**config.mk**
```make
export PLATFORM = sky130hd
export DESIGN_NAME = mem_bist_ctrl
export DESIGN_NICKNAME = d
export VERILOG_FILES = /design/src/rtl/mem_bist_ctrl.sv
export SDC_FILE = /design/constraint.sdc
export NUM_CORES = 1
export LEC_CHECK = 0
export ABC_AREA = 1
export BUFFER_PORTS_ARGS = -buffer_cell sky130_fd_sc_hd__buf_4
export CORE_ASPECT_RATIO = 1.2
export CORE_UTILIZATION = 53
export DETAILED_ROUTE_END_ITERATION = 10
export PLACE_DENSITY = 0.81
export SYNTH_ARGS = -nofsm -noshare
export SYNTH_HDL_FRONTEND = slang
export SYNTH_SLANG_ARGS = --single-unit
```
**constraint.sdc**
```tcl
create_clock -name clk -period 2 [get_ports clk]
set_clock_uncertainty 0.2 [all_clocks]
set_input_delay 0.3 -clock clk [delete_from_list [all_inputs] [get_ports clk]]
set_output_delay 0.3 -clock clk [all_outputs]
set_load 0.02 [all_outputs]
```
**src/rtl/mem_bist_ctrl.sv**
```systemverilog
// mem_bist_ctrl
//   March-test sequencer for a register memory with separate write and read
//   ports. On start_i it writes the background pattern P upwards, then for each
//   address upwards reads and checks P and overwrites with ~P, then for each
//   address downwards reads and checks ~P. It reports pass/fail, the first
//   failing address and a saturating mismatch count. Write and read strobes
//   are never high in the same cycle.
//
// Build option:
//   MEM_BIST_ABORT_EN  when defined, the first mismatch ends the test at once.
//
// Ports:
//   clk, rst_n        clock, synchronous active-low reset
//   start_i           begin a test (sampled only while idle)
//   pattern_i         background pattern P, latched on accepted start
//   busy_o, done_o    test in progress / one-cycle completion pulse
//   pass_o            result of last test, valid from done_o
//   fail_addr_o       first mismatching address of the test
//   err_cnt_o         mismatch count, saturating at 255
//   mem_wr_o, mem_rd_o, mem_data_o, mem_wr_addr_o, mem_rd_addr_o
//                     memory port drive, decoded from registers only
//   mem_rdata_i       registered read data from the memory
//
// state | meaning
// IDLE  | waiting for start_i
// W_UP  | write P, address ascending
// R_UP  | read address, ascending pass
// CW_UP | check P, write ~P at same address
// R_DN  | read address, descending pass
// C_DN  | check ~P
// DONE  | one-cycle completion, result visible
module mem_bist_ctrl #(
   parameter int WIDTH = 2,
   parameter int PSIZE = 2,
   parameter int DEPTH = 2**PSIZE
) (
   input  logic             clk,
   input  logic             rst_n,
   input  logic             start_i,
   input  logic [WIDTH-1:0] pattern_i,
   output logic             busy_o,
   output logic             done_o,
   output logic             pass_o,
   output logic [PSIZE-1:0] fail_addr_o,
   output logic [7:0]       err_cnt_o,
   output logic             mem_wr_o,
   output logic             mem_rd_o,
   output logic [WIDTH-1:0] mem_data_o,
   output logic [PSIZE-1:0] mem_wr_addr_o,
   output logic [PSIZE-1:0] mem_rd_addr_o,
   input  logic [WIDTH-1:0] mem_rdata_i
);

`ifdef MEM_BIST_ABORT_EN
   localparam bit ABORT_EN = 1'b1;
`else
   localparam bit ABORT_EN = 1'b0;
`endif

   localparam logic [PSIZE-1:0] ADDR_LAST = PSIZE'(DEPTH - 1);
   localparam logic [PSIZE-1:0] ADDR_ONE  = PSIZE'(1);

   typedef enum logic [2:0] {
      S_IDLE  = 3'd0,
      S_W_UP  = 3'd1,
      S_R_UP  = 3'd2,
      S_CW_UP = 3'd3,
      S_R_DN  = 3'd4,
      S_C_DN  = 3'd5,
      S_DONE  = 3'd6
   } state_t;

   state_t           state_q, state_d;
   logic [PSIZE-1:0] addr_q, addr_d;
   logic [WIDTH-1:0] pat_q, pat_d;
   logic [7:0]       err_cnt_q, err_cnt_d;
   logic [PSIZE-1:0] fail_addr_q, fail_addr_d;
   logic             pass_q, pass_d;

   logic             cmp_en;
   logic [WIDTH-1:0] cmp_exp;
   logic             mismatch;

   // Read data belongs to the read issued in the previous state.
   assign cmp_en   = (state_q == S_CW_UP) || (state_q == S_C_DN);
   assign cmp_exp  = (state_q == S_CW_UP) ? pat_q : ~pat_q;
   assign mismatch = cmp_en && (mem_rdata_i != cmp_exp);

   always_ff @(posedge clk) begin
      if (!rst_n) begin
         state_q     <= S_IDLE;
         addr_q      <= '0;
         pat_q       <= '0;
         err_cnt_q   <= '0;
         fail_addr_q <= '0;
         pass_q      <= 1'b0;
      end else begin
         state_q     <= state_d;
         addr_q      <= addr_d;
         pat_q       <= pat_d;
         err_cnt_q   <= err_cnt_d;
         fail_addr_q <= fail_addr_d;
         pass_q      <= pass_d;
      end
   end

   always_comb begin
      state_d     = state_q;
      addr_d      = addr_q;
      pat_d       = pat_q;
      err_cnt_d   = err_cnt_q;
      fail_addr_d = fail_addr_q;
      pass_d      = pass_q;

      if (mismatch) begin
         if (err_cnt_q != 8'hFF) begin
            err_cnt_d = err_cnt_q + 8'd1;
         end
         if (err_cnt_q == 8'd0) begin
            fail_addr_d = addr_q;
         end
      end

      case (state_q)
         S_IDLE: begin
            if (start_i) begin
               state_d     = S_W_UP;
               addr_d      = '0;
               pat_d       = pattern_i;
               err_cnt_d   = '0;
               fail_addr_d = '0;
               pass_d      = 1'b0;
            end
         end
         S_W_UP: begin
            if (addr_q == ADDR_LAST) begin
               state_d = S_R_UP;
               addr_d  = '0;
            end else begin
               addr_d  = addr_q + ADDR_ONE;
            end
         end
         S_R_UP: state_d = S_CW_UP;
         S_CW_UP: begin
            if (ABORT_EN && mismatch) begin
               state_d = S_DONE;
            end else if (addr_q == ADDR_LAST) begin
               state_d = S_R_DN;
            end else begin
               state_d = S_R_UP;
               addr_d  = addr_q + ADDR_ONE;
            end
         end
         S_R_DN: state_d = S_C_DN;
         S_C_DN: begin
            if (ABORT_EN && mismatch) begin
               state_d = S_DONE;
            end else if (addr_q == '0) begin
               state_d = S_DONE;
            end else begin
               state_d = S_R_DN;
               addr_d  = addr_q - ADDR_ONE;
            end
         end
         S_DONE:  state_d = S_IDLE;
         default: state_d = S_IDLE;
      endcase

      // Resolve the verdict on entry to DONE so pass_o is valid with done_o.
      if ((state_d == S_DONE) && (state_q != S_DONE)) begin
         pass_d = (err_cnt_d == 8'd0);
      end
   end

   always_comb begin
      mem_wr_o      = 1'b0;
      mem_rd_o      = 1'b0;
      mem_data_o    = '0;
      mem_wr_addr_o = '0;
      mem_rd_addr_o = '0;
      case (state_q)
         S_W_UP: begin
            mem_wr_o      = 1'b1;
            mem_wr_addr_o = addr_q;
            mem_data_o    = pat_q;
         end
         S_CW_UP: begin
            mem_wr_o      = 1'b1;
            mem_wr_addr_o = addr_q;
            mem_data_o    = ~pat_q;
         end
         S_R_UP, S_R_DN: begin
            mem_rd_o      = 1'b1;
            mem_rd_addr_o = addr_q;
         end
         default: ;
      endcase
   end

   assign busy_o      = (state_q != S_IDLE);
   assign done_o      = (state_q == S_DONE);
   assign pass_o      = pass_q;
   assign fail_addr_o = fail_addr_q;
   assign err_cnt_o   = err_cnt_q;

endmodule

```
# Word-level counts from Yosys, hierarchy flattened
# Index checks and enable logic that the tools add are counted.
[totals]
reg_bits = 18
[classes]
add_sub_neg = 3
n_eq_ne = 14
mux = 27
bitwise_logic = 1
n_reduce_logical = 16
[ops]
columns = ["cell", "n"]
rows = [
  ["2-to-1 mux 8 bit", 4],
  ["2-to-1 mux 2 bit", 12],
  ["one-hot mux 3 bit (6 select lines)", 1],
  ["logical NOT 8 bit", 2],
  ["== test 3 bit, second input constant", 4],
  ["2-to-1 mux 3 bit", 3],
  ["adder 8 x 1 -> 8 bit, second input constant", 1],
  ["inequality test 8 bit, second input constant", 1],
  ["one-hot mux 2 bit (4 select lines)", 1],
  ["== test 3 x 2 -> 1 bit, second input constant", 2],
  ["inequality test 2 bit, second input constant", 3],
  ["2-to-1 mux 1 bit", 5],
  ["one-hot mux 2 bit (2 select lines)", 1],
  ["AND reduction 2 bit", 2],
  ["AND reduction 4 bit", 1],
  ["nonzero test 2 bit", 2],
  ["nonzero test 4 bit", 1],
  ["OR reduction 2 bit", 2],
  ["== test 3 x 1 -> 1 bit, second input constant", 1],
  ["logical NOT 3 bit", 1],
  ["inequality test 3 bit, second input constant", 1],
  ["nonzero test 3 bit", 1],
  ["adder 2 x 1 -> 2 bit, second input constant", 1],
  ["== test 2 bit, second input constant", 1],
  ["other kinds (6)", 7],
]

# Longest topological paths before layout
[logic_depth]
word_depth = 9
ltp_mapped = 16

# Worst setup path before layout
# Ideal clock, no wire load.
[synth_path]
path_kind = "reg-to-reg"
startpoint = "register err_cnt_q[0], in the netlist err_cnt_o[0]"
endpoint = "register pass_q, in the netlist pass_o"
setup_time_ns = 0.113
arrival_time_ns = 1.495
required_ns = 1.687
slack_ns = 0.191
stages_incl_launch_ff = 15
path_cell_list = "dfxtp_1 -> ha_1 -> inv_1 -> nor2_1 -> nand2_1 -> nand2_1 -> nor2_1 -> nand3_1 -> nand2_1 -> inv_1 -> nand2_1 -> nand2_1 -> nor2_1 -> nand3_1 -> nand2_1"
[synth_via]
elab_chain_cells = 7
[synth_rtl]
columns = ["element", "line", "text"]
rows = [
  ["start, declared", "76", "logic [7:0] err_cnt_q, err_cnt_d;"],
  ["start signal, assigned", "101", "err_cnt_q <= err_cnt_d;"],
  ["adder 8 x 1 -> 8 bit / inequality test 8 bit (equally long branches)", "117, 116", ""],
  ["2-to-1 mux 8 bit", "116", "if (err_cnt_q != 8'hFF) begin"],
  ["2-to-1 mux 8 bit *", "115", "if (mismatch) begin"],
  ["2-to-1 mux 8 bit", "126", "if (start_i) begin"],
  ["2-to-1 mux 8 bit *", "124", "case (state_q)"],
  ["logical NOT 8 bit *", "171", "pass_d = (err_cnt_d == 8'd0);"],
  ["2-to-1 mux 1 bit *", "170", "if ((state_d == S_DONE) && (state_q != S_DONE)) begin"],
  ["end signal, assigned", "103", "pass_q <= pass_d;"],
  ["end, declared", "78", "logic pass_q, pass_d;"],
]
# Mark *: on every way between the ends. The rest lies on a longest branch, timed or not.
# A chain may end at the register's enable or synchronous reset.

# Final worst setup path
[layout_path]
startpoint = "register state_q[1]"
endpoint = "output mem_data_o[0]"
[layout_via]
elab_chain_cells = 2
[layout_rtl]
columns = ["element", "line", "text"]
rows = [
  ["start, declared", "73", "state_t state_q, state_d;"],
  ["start signal, assigned", "98", "state_q <= state_d;"],
  ["== test 3 x 2 -> 1 bit / == test 3 x 1 -> 1 bit (equally long branches)", "181", "case (state_q)"],
  ["one-hot mux 2 bit (2 select lines) *", "181", ""],
  ["end, declared", "48", "output logic [WIDTH-1:0] mem_data_o,"],
]
# Marks and branches as above.

==> summary.md <==
| Metric | Value |
|---|---|
| ANT cells | `0` |
| Total GRT Usage | `0.2694` |
| Syn_area_per_cell | `just over 6 sq um` |
| Mux cell area share after synthesis | `0` |
| Post-synthesis sequential area ratio | `0.2866` |
| Kind of end point of the critical path | `output port` |
| Largest family of logic cells by synthesized area | `simple AND/OR/NAND/NOR gates` |
| Simple-gate share of the synthesized area | `0.4318` |
| IO buf count | `27` |
| Yosys warnings | `0` |
| Min-delay src | `pattern_i[1]` |
| CTS Buf Count | `3` |
| Max stage delay on crit path | `0.38 ns` |
| Hold slack | `0.05950 ns` |
| #FFs+latches synth | `18` |
| Wire length per cell | `12.81 microns` |
| Slew margin rel. | `0.7817` |
| Post-Place Setup Slack | `0.05231 ns` |
| Multi-input gate area in the final layout | `759.5 sq um` |
| Mapped Cells | `202` |
| Die Height | `between 50 and 60 microns` |
| Buf/Inv on CP | `3` |
| Vias post-DR | `1,444` |
| Largest net degree at the start of global routing | `15` |
| Combinational share of power | `0.219` |
| CTS tree | `built` |
| Pint | `541.9 uW` |
| Synth Area in Adders | `0.03980` |
| Fill cell count | `169` |
| Residual DRC count | `0` |
| Placer congestion estimate | `0.9120` |
| ANT nets after route | `0` |
| Rows | `18` |
| Tmin final | `1.921 ns` |
| Total core area | `2140 sq um` |
| Clk_lat worst skew | `approximately 0.31 ns` |
| Clk slew on worst S/H paths | `0.12 ns` |
| Chip width | `46.47 microns` |
| CTS max path bufs | `2` |
| CTS root buffer | `clkbuf_4` |
| Setup TNS | `0 ns` |
| Area delta synth->final | `30.15%` |
| Compound-cell area share of the yosys netlist | `0.09552` |
| Power share of the clock group | `0.299` |
| Most common library cell in the layout ignoring fill and taps | `buf_4` |
| R2r startpoint | `err_cnt_o[0]$_SDFF_PN0_` |
| Share of layout cells above drive strength 1 | `0.3054` |
| Slew @ Worst Pin | `0.3244 ns` |
| Peak Freq | `roughly 0.52 GHz` |
| DRT Wirelength | `3445 microns` |
| Worst path cell trace | `inv_1, nand2_1, nor2_4, inv_1, o21ai_0, buf_4` |
| Top delay family on crit path | `flip-flops` |
| Initial DRC Count | `52` |
| Syn_nets | `213` |
| Leakage | `0.7991 nW` |
| Clock Sinks | `18` |
| Post-synthesis xor/xnor area fraction | `0` |
| Status | `complete, no violations` |
| Worst vdd ir | `0.5081 mV` |
| Crit path from | `state_q[1]$_SDFF_PN0_` |
| CP max stage cell | `dfxtp_4` |
| Critical path's most frequent cell | `inv_1` |
| Register area | `376.6 sq um` |
| Max-cap violations | `0` |
| Arr. time, crit path | `1.42 ns` |
| CTS H-tree lvls | `1` |
| Final core occ | `0.7649` |
| Total gr overflow | `0` |
| Unrepaired setup endpoints after global routing | `yes` |
| Vias in the first global route | `1,349` |
| Flop pwr share | `0.482` |
| I/O pin count | `28` |
| Min-delay worst type | `in -> reg` |
| NumNets Final | `251` |
| Detail Placement HPWL | `2494 microns` |
| Initial antenna violation count | `0` |
| Worst setup SP type | `flop` |
| Fin crit share | `0.9603` |
| Worst Path Max Fanout | `6` |
| Starting Density | `0.5877` |
| PnR worst setup slack | `~0.079 ns` |
| Count of cell types in the netlist | `29` |
| Mapped cell area | `roughly 1300 sq um` |
| WP data required | `approximately 1.5 ns` |
| Setup violators final | `0` |
| Hold Fails Final Rpt | `0` |
| Die area | `2572 sq um` |
| Commonest non-fill, non-tap cells in the layout | `buf_4, nand2_1, inv_1, nor2_1, nand3_1` |
| First-pass DRT Iterations | `4` |
| First-pass GRT wire length | `5244 microns` |
| Max-slew violation count | `0` |
| Drt via density | `5.368` |
| Sw Share | `0.3148` |
| Crit path kind | `reg -> out` |
| Power per cell area | `around 480 nW/um^2` |
| P_sw | `249.0 uW` |
metal layers:
metal  vias to the layer above  global-route usage  wire [microns]
li1                        711                   -               -
met1                       641              0.2860            1308
met2                        75              0.4841            1815
met3                        17             0.02614             185
met4                         0              0.1387             136
met5                         -                   0               0
power groups by stage:
stage | Combinational, mW | Sequential [mW] | Clock (mW)
2_1_floorplan | 0.117 | 0.389 | 0
6_report | 0.173 | 0.381 | 0.237
3_5_place_dp | 0.162 | 0.392 | 0
4_1_cts | 0.163 | 0.384 | 0.240
5_1_grt | 0.191 | 0.383 | 0.254
3_3_place_gp | 0.155 | 0.392 | 0
cells by family (layout without fill, tap and decap cells):
family,after synthesis,after routing
buf+inv,42,79
simple gates,116,116
compound gates,22,22
flops,18,18
fa+ha+maj,4,4
sequential cells by signal, indices dropped and copies added, names as in the netlist:
name         count
err_cnt_o        8
pass_o           1
pat_q            2
state_q          3
fail_addr_o      2
addr_q           2
what timing repair did:
| item | CTS | global route |
|---|---|---|
| hold buffers | 0 | 0 |
| pin swaps | 0 | 4 |
| endpoints found under the hold margin | 0 | 0 |
| buffers inserted | 0 | 3 |
| gates resized for setup | 3 | 20 |
| setup endpoints to repair | 2 | 4 |
final timing paths:
path | slack, ns | endpoint | depth (start not counted)
worst max-delay path | 0.08 | mem_data_o[0] | 6
worst min register to register | 0.26 | fail_addr_o[0]$_SDFF_PN0_ | 2
worst max register to register | 0.09 | pass_o$_SDFFE_PN0P_ | 14
worst min-delay path | 0.06 | pat_q[1]$_SDFFE_PN0P_ | 3
synth_stat cells:
cell type  number  area, sq um
nand2_4         1        11.26
nand3_2         5        50.05
nor2_2          1        6.260
inv_1          35        131.4
nand2_2         4        25.02
o21ai_2         1        8.760
o21a_1          1        7.510
a31oi_1         1        6.260
dfxtp_1        18        360.4
nor4_1          1        6.260
nor2_1         33        123.9
nor3_1          3        15.01
o21ai_1         1        5.000
buf_2           1        5.000
nand4_2         1        12.51
nand3b_1        1        7.510
buf_4           1        7.510
o21ai_0         7        35.03
a211oi_1        1        7.510
buf_8           1        15.01
nand3_1        20        100.1
clkinv_1        1        3.750
clkbuf_1        1        3.750
inv_4           1        6.260
a21oi_1        10        50.05
buf_6           1        11.26
ha_1            4        50.05
nand4_1         5        31.28
nand2_1        41        153.9
metrics by stage:
stage | total power, mW | cells | instance area [sq um]
6_report | 0.7909 | 269 | 1637
5_1_grt | 0.8279 | 269 | 1637
4_1_cts | 0.7871 | 266 | 1556
3_5_place_dp | 0.5538 | 262 | 1515
3_3_place_gp | 0.5467 | 262 | 1515
2_1_floorplan | 0.5062 | 202 | 1257
area by class of cell:
cell class / instances / area share
inverters: 37 / 0.08639
well taps: 30 / 0.02294
flip-flops and latches: 18 / 0.2301
repair buffers: 38 / 0.1743
clock buffers: 4 / 0.02217
multi-input cells: 142 / 0.4641
tightest hold or removal path: cells and delay by family:
family / cells / cell delay [ns]
buffers and inverters: 1 / 0.08
AOI/OAI and AO/OA: 2 / 0.17
(Power assumes the default switching activity.)
